File: src/rtl/change_dispense_controller.sv
// Inactivity timeout plus greedy change return for the vending machine.
// Snapshots credit on timeout or request, then hands coins to the hopper largest-first.
module change_dispense_controller #(
  parameter int unsigned               NUM_COINS   = 3,
  parameter int unsigned               NUM_ITEMS   = 4,
  parameter int unsigned               TOTAL_BITS  = 31,
  parameter int unsigned               WAIT_CYCLES = 10,
  parameter logic [32*NUM_COINS-1:0]   COIN_VALUES = {32'd1000, 32'd500, 32'd100}
) (
  input  logic                  clk,
  input  logic                  reset_n,
  input  logic [NUM_COINS-1:0]  i_input_coin,
  input  logic [NUM_ITEMS-1:0]  i_select_item,
  input  logic                  i_return_req,
  input  logic [TOTAL_BITS-1:0] current_total,
  input  logic                  i_return_ready,
  output logic [NUM_COINS-1:0]  o_return_coin,
  output logic                  o_return_valid,
  output logic [TOTAL_BITS-1:0] o_return_amount,
  output logic [TOTAL_BITS-1:0] o_remaining,
  output logic                  o_busy,
  output logic                  o_done,
  output logic [31:0]           wait_time
);

  localparam logic [31:0] WAIT_RELOAD = 32'(WAIT_CYCLES);

  typedef enum logic [1:0] {
    IDLE,
    COUNT,
    DISPENSE
  } state_t;

  state_t                state;
  logic                  activity;
  logic                  sel_found;
  logic [NUM_COINS-1:0]  sel_coin;
  logic [TOTAL_BITS-1:0] sel_amt;
  logic [TOTAL_BITS-1:0] coin_val;

  assign activity = (|i_input_coin) | (|i_select_item);

  // Largest fitting coin; values ascend with index so the last match wins.
  always_comb begin
    sel_found = 1'b0;
    sel_coin  = '0;
    sel_amt   = '0;
    coin_val  = '0;
    for (int unsigned i = 0; i < NUM_COINS; i++) begin
      coin_val = TOTAL_BITS'(COIN_VALUES[32*i +: 32]);
      if (coin_val <= o_remaining) begin
        sel_found   = 1'b1;
        sel_coin    = '0;
        sel_coin[i] = 1'b1;
        sel_amt     = coin_val;
      end
    end
  end

  assign o_busy          = (state == DISPENSE);
  assign o_return_valid  = o_busy && sel_found;
  assign o_return_coin   = o_return_valid ? sel_coin : '0;
  assign o_return_amount = o_return_valid ? sel_amt : '0;

  always_ff @(posedge clk) begin
    if (!reset_n) begin
      state       <= IDLE;
      wait_time   <= '0;
      o_remaining <= '0;
      o_done      <= 1'b0;
    end else begin
      o_done <= 1'b0;
      case (state)
        IDLE: begin
          if (activity) begin
            wait_time <= WAIT_RELOAD;
            state     <= COUNT;
          end else if (i_return_req) begin
            wait_time   <= '0;
            o_remaining <= current_total;
            state       <= DISPENSE;
          end
        end
        COUNT: begin
          // Activity always beats both the request and the timeout.
          if (activity) begin
            wait_time <= WAIT_RELOAD;
          end else if (i_return_req || (wait_time <= 32'd1)) begin
            wait_time   <= '0;
            o_remaining <= current_total;
            state       <= DISPENSE;
          end else begin
            wait_time <= wait_time - 32'd1;
          end
        end
        DISPENSE: begin
          wait_time <= '0;
          if (sel_found) begin
            if (i_return_ready) begin
              o_remaining <= o_remaining - sel_amt;
            end
          end else begin
            // Residue below the smallest coin stays visible until the next snapshot.
            state  <= IDLE;
            o_done <= 1'b1;
          end
        end
        default: begin
          state <= IDLE;
        end
      endcase
    end
  end

endmodule
File: config.mk
export PLATFORM = sky130hd
export DESIGN_NAME = change_dispense_controller
export DESIGN_NICKNAME = d
export VERILOG_FILES = /design/src/rtl/change_dispense_controller.sv
export SDC_FILE = /design/constraint.sdc
export NUM_CORES = 1
export LEC_CHECK = 0
export CAP_MARGIN = 30
export CORE_AREA = 2 2 130 107
export CTS_CLUSTER_SIZE = 10
export DETAILED_ROUTE_END_ITERATION = 10
export DIE_AREA = 0 0 132 109
export PLACE_DENSITY = 0.73
export SYNTH_ARGS = -nofsm -noshare
export SYNTH_HDL_FRONTEND = slang
export SYNTH_SLANG_ARGS = --single-unit
export TNS_END_PERCENT = 10
File: constraint.sdc
create_clock -name clk -period 10.9 [get_ports clk]
set_input_delay 3.27 -clock clk [delete_from_list [all_inputs] [get_ports clk]]
set_output_delay 3.27 -clock clk [all_outputs]
set_load 0.02 [all_outputs]
==> out/qor.csv, run 1 <==
stage,metric,value,unit
final_layout,stdcell_count,862,
setup_path,slowest_delay,0.74,ns
timing,worstMarginPinSlew,1.06,ns
global_routing,grt_first_pass_wirelength,21500,um
setup_path,path_delay_family,simple AND/OR/NAND/NOR gates,
die,die_h,109,um
setup_path,endpoint_kind,flip-flop,
timing,tns,0,ns
global_routing,antenna_found_initial,0,
power,power,0.00203,W
die,dieWidth,132,um
timing,min_period,6.79,ns
clock_network,cts_buffer_depth,2,
power,ir_worst_vdd,0.000129,V
clock_network,numCtsBuffers,9,
final_layout,utilization,45.3,%
synthesis,synthesis.area,4510,sq um
detailed_routing,routed_wl,13800,um
synthesis,yosysMostFrequentCell,nor2_1,
clock_network,path_clk_slew,0.05,ns
synthesis,synth_area_per_cell,7.72,sq um
global_routing,gr-total-overflow,0,
detailed_routing,drt_iter0_markers,409,
clock_network,clk_latency,0.33,ns
detailed_routing,first_pass_iters,5,
placement,dp_cells,846,
final_layout,final_nets,732,
final_layout,fillers,1303,
die,initial_core_util,34.2,%
job,cap_violations,0,
timing,setup_viol,0,
die,ios,142,
setup_path,required,11.15,ns
final_layout,n_antenna_cell,0,
placement,io_buffer_count,118,
timing,min_period_over_period,62.3,%
synthesis,synth_top_cell_by_area,dfxtp_1,
detailed_routing,drt-vias-per-instance,5.42,
clock_network,htreeDepth,3,
final_layout,final-seq-area,1320,sq um
global_routing,grt_pass1_vias,4052,
setup_path,cp_data_arrival_time,7.03,ns
power,leakagePower,2.25,nW
die,die-area,14400,sq um
setup_path,path_cells,"clkdlybuf4s50_1, nor4_1, nand2_1, o21a_1, or4_1, a311o_2, or3_1, mux2_4, a21oi_2",
die,fp-row-count,38,
global_routing,grt_max_degree,55,
synthesis,synth_top_area_share,29.3,%
timing,fmax,147,MHz
final_layout,drive_above_1_share,6.60,%
timing,hold_ws,0.477,ns
synthesis,ys_ff_latch,66,
timing,clock_skew,0.00903,ns
worst_hold_path,min-delay-path-class,reg2reg,
placement,gp_congestion,0.871,
timing,max-slew-margin-rel,29.2,%
detailed_routing,drcViolationCount,0,
clock_network,post_cts_resized,0,
synthesis,synth_top_flop_cell,dfxtp_1,
setup_path,slowest_stage,nor4_1,
clock_network,postCtsSetupBuffers,0,
timing,drv_slew,0,
final_layout,syn2layout_area_growth,32.3,%
global_routing,grt_usage,18.7,%
synthesis,syn-instance-count,584,
detailed_routing,wl_per_cell,16.0,um
final_layout,multi_input_area,2830,sq um
die,core,13200,sq um
status,status,completed,
setup_path,critPathKind,in2reg,
detailed_routing,num_vias,4674,
timing,final_hold_viol_count,0,
detailed_routing,ant_nets,0,
power,power_density,341,nW/um^2
setup_path,cp_num_buf_inv,1,
synthesis,synthTopCellsByArea,"dfxtp_1 (29%), nor2_1 (5.7%), buf_4 (4.8%), nand2_1 (4.8%), a21oi_1 (4.0%)",
synthesis,synth.distinct_cells,85,
synthesis,async_reset_ff_share,0,%
setup_path,crit_fanout,33,
clock_network,cts.sinks,66,
synthesis,ys_top_cells_by_count,"nor2_1 (68), dfxtp_1 (66), nand2_1 (58)",
placement,place_hpwl,9830,um
synthesis,ys_seq_area_share,29.3,%
clock_network,cts_hold_buf,0,
timing,rsz0062_at_grt,false,
clock_network,cts_tree,built,
synthesis,synth-edff-count,0,
synthesis,yosysWarnings,0,
setup_path,crit_path_start_kind,input port,
clock_network,ctsRootBufferMaster,clkbuf_16,
[layer usage]
layer	up-vias	GRT usage, %	routed length (um)
met5	-	0	0
met4	0	5.20	173
met3	14	4.00	988
met2	195	27.0	5880
met1	2182	27.7	6740
li1	2283	-	-
[layout make-up]
cell class	count	area share (%)
Multi-Input combinational cell	461	47.4
Sequential cell	66	22.2
Timing Repair Buffer	121	20.2
Clock buffer	9	3.78
Tap cell	180	3.78
Clock inverter	7	1.57
Inverter	18	1.13
[tightest hold or removal path, cell delays in order, from the launching register on]
cell and delay [ns]:
dfxtp_1 0.32, nand2_1 0.06, a21oi_1 0.05
[cells in the final DEF (no fill, tap or decap), types with 4 or more instances in the layout]
master	count
or3_1	10
or4_1	11
nor3b_1	5
clkbuf_16	9
o21ai_0	33
nor3_1	19
a31oi_1	13
ha_1	11
nand3b_1	4
clkdlybuf4s50_1	118
conb_1	23
nor2_1	68
nand2_1	58
nand3_1	17
dfxtp_1	66
xor2_1	8
xnor2_1	14
a21oi_1	36
nor2b_1	9
a21o_1	6
and3_1	7
nand2b_1	4
nand4_1	6
nor4_1	13
inv_1	18
o211ai_1	7
[report_power, final]
group | internal [W] | switching [W]
Sequential | 0.000297 | 0.0000896
Combinational | 0.000510 | 0.000824
Clock | 0.000200 | 0.000114
Total | 0.00101 | 0.00103
[metrics by stage]
step,area (sq um),worst slack [ns]
5_1_grt,5960,3.89
4_1_cts,5960,4.05
3_5_place_dp,5640,3.87
6_report,5960,4.11
3_3_place_gp,5640,3.95
2_1_floorplan,4590,4.88
[cell families after synthesis]
group	synth area share (%)
AOI/OAI and AO/OA	22.7
xor gates and xnor gates	4.27
adders and majority gates	3.77
buffers and inverters	9.91
DFF	29.3
muxes	0.777
other	0.0832
and+or+nand+nor	29.2
[sequential cells by signal, indices dropped and copies added (netlist names)]
register / cells
o_remaining: 31
wait_time: 32
state: 2
o_done: 1
[final timing paths]
check,startpoint,to,slack (ns),cells after the start
hold / removal,wait_time[5],wait_time[5],0.48,2
setup reg to reg,o_remaining[19],o_remaining[12],6.03,14
setup / recovery,i_select_item[1],o_remaining[21],4.11,9
hold reg to reg,wait_time[5],wait_time[5],0.48,2
(Power assumes the default switching activity.)
==> inputs of run 2 (changes only) <==
--- a/config.mk
+++ b/config.mk
@@ -10,7 +10,7 @@
 export CTS_CLUSTER_SIZE = 10
 export DETAILED_ROUTE_END_ITERATION = 10
 export DIE_AREA = 0 0 132 109
-export PLACE_DENSITY = 0.73
+export PLACE_DENSITY = 0.76
 export SYNTH_ARGS = -nofsm -noshare
 export SYNTH_HDL_FRONTEND = slang
 export SYNTH_SLANG_ARGS = --single-unit
==> constraint.sdc (replaced) <==
create_clock -name clk -period 6.2 [get_ports clk]
set_input_delay 1.86 -clock clk [delete_from_list [all_inputs] [get_ports clk]]
set_output_delay 1.86 -clock clk [all_outputs]
set_load 0.02 [all_outputs]
==> run 2 against run 1 <==
Net effect:
- final area unchanged
- cell count unchanged
- die area unchanged
- largest power group unchanged
- clock power increased by 76%
- worst setup slack got worse by 3.2 ns
- clock-buffer cell count unchanged
- via count decreased by 0.36%
- register-to-register slack got worse by 4.7 ns
==> out/qor.csv, run 2 (synthesis gave the netlist of run 1 again) <==
stage,metric,value,unit
die,die-area,14400,sq um
job,cap_violations,0,
timing,rsz0062_at_grt,false,
die,fp-row-count,38,
detailed_routing,drt-vias-per-instance,5.40,
final_layout,syn2layout_area_growth,32.3,%
final_layout,most-common-layout-cells,"clkdlybuf4s50_1 (118), nor2_1 (68), dfxtp_1 (66)",
setup_path,rrSetupSlack,1.33,ns
clock_network,cts_hold_buf,0,
timing,fmax,187,MHz
clock_network,post_cts_resized,0,
setup_path,r2r_start,o_remaining[19],
final_layout,final_nets,732,
detailed_routing,first_pass_iters,5,
global_routing,gr-total-overflow,0,
placement,place_hpwl,9920,um
timing,hold_ws,0.475,ns
power,ir_worst_vdd,0.000306,V
placement,io_buffer_count,118,
clock_network,clk_latency,0.33,ns
power,power_density,599,nW/um^2
detailed_routing,routed_wl,13800,um
clock_network,htreeDepth,3,
power,switching_share,50.3,%
placement,gp_congestion,0.873,
timing,tns,0,ns
worst_hold_path,min-delay-path-class,reg2reg,
clock_network,cts.sinks,66,
final_layout,n_antenna_cell,0,
global_routing,grt_usage,19.0,%
clock_network,cts_buffer_depth,2,
global_routing,grt_max_degree,53,
final_layout,final_common_cell,clkdlybuf4s50_1,
timing,max-slew-margin-rel,32.8,%
timing,final_hold_viol_count,0,
power,switchingPower,0.00180,W
global_routing,antenna_found_initial,0,
die,dieWidth,132,um
power,pwr-share-comb,65.4,%
clock_network,cts_tree,built,
global_routing,grt_first_pass_wirelength,22000,um
detailed_routing,drcViolationCount,0,
power,p_int,0.00177,W
setup_path,rr_worst_depth,14,
setup_path,crit_fanout,33,
timing,clock_skew,0.00636,ns
placement,place_ws,0.561,ns
die,core,13200,sq um
worst_hold_path,hp-start,wait_time[5],
detailed_routing,num_vias,4657,
worst_hold_path,hold_path_end,wait_time[5],
timing,drv_slew,0,
worst_hold_path,hold_depth,2,
setup_path,crit_path_start_kind,input port,
power,leakagePower,2.25,nW
die,die_h,109,um
setup_path,critPathKind,in2reg,
final_layout,largest-register,wait_time,
clock_network,ctsRootBufferMaster,clkbuf_16,
detailed_routing,ant_nets,0,
clock_network,numCtsBuffers,9,
detailed_routing,wl_per_cell,16.0,um
setup_path,cp_data_arrival_time,5.59,ns
timing,min_period_over_period,86.1,%
setup_path,r2r-end,o_remaining[16],
power,seqPwrFrac,19.0,%
global_routing,grt_pass1_vias,4246,
setup_path,endpoint_kind,flip-flop,
detailed_routing,drt_iter0_markers,458,
clock_network,path_clk_slew,0.05,ns
die,initial_core_util,34.2,%
power,pwr-share-clk,15.5,%
status,status,completed,
timing,worst_slack,0.865,ns
setup_path,required,6.45,ns
die,ios,142,
final_layout,largest_reg_flops,32,
timing,worstMarginPinSlew,1.00,ns
clock_network,postCtsSetupBuffers,0,
final_layout,drive_above_1_share,6.60,%
timing,setup_viol,0,
final_layout,utilization,45.3,%
final_layout,largest_registers,"wait_time (32), o_remaining (31), state (2)",
timing,min_period,5.34,ns
## run 2: cell counts in the layout (fill, tap and decap cells not counted)
No cell type changed its count.
## run 2: worst max-delay path by stage
stage	from	endpoint	cells after the start
6_report	i_select_item[1]	o_remaining[21]	9
3_5_place_dp	i_select_item[1]	o_remaining[21]	9
2_1_floorplan	o_remaining[30]	o_return_amount[9]	7
5_1_grt	i_select_item[1]	o_remaining[24]	8
4_1_cts	o_remaining[30]	o_return_amount[9]	7
3_3_place_gp	i_select_item[1]	o_remaining[21]	9
## run 2: critical path: stages
cell             delay (ns)
clkdlybuf4s50_1        0.39
nor4_1                 0.71
nand2_1                0.27
o21a_1                 0.18
or4_1                  0.70
a311o_2                0.68
or3_1                  0.39
mux2_4                 0.28
a21oi_2                0.12
## run 2: cell type report
class,count,area (sq um)
repair buffers,121,1200
well taps,180,225
clock buffers,9,225
inverters,18,67.6
clock inverters,7,93.8
fillers,1329,7210
flip-flops and latches,66,1320
multi-input cells,461,2830
## run 2: power groups by stage
| stage | clock [W] | combinational [W] | sequential [W] |
|---|---|---|---|
| final | 0.000553 | 0.00234 | 0.000680 |
| after global routing | 0.000574 | 0.00259 | 0.000698 |
| after CTS | 0.000561 | 0.00232 | 0.000678 |
| after detailed placement | 0 | 0.00230 | 0.000685 |
| after global placement | 0 | 0.00227 | 0.000685 |
| after floorplan | 0 | 0.00165 | 0.000740 |
## run 2: layer usage
metal	vias up	track usage, %	part of all wire (%)
li1	2276	-	-
met1	2180	26.5	46
met2	182	28.8	44
met3	19	5.02	8.0
met4	0	5.43	1.6
met5	-	0	0
## run 2: through the flow
stage                     cell area (sq um)  std cells  total power, W
final                                  5960        862         0.00357
after global routing                   5960        862         0.00386
after CTS                              5960        862         0.00355
after detailed placement               5640        846         0.00298
after global placement                 5640        846         0.00295
after floorplan                        4590        606         0.00239
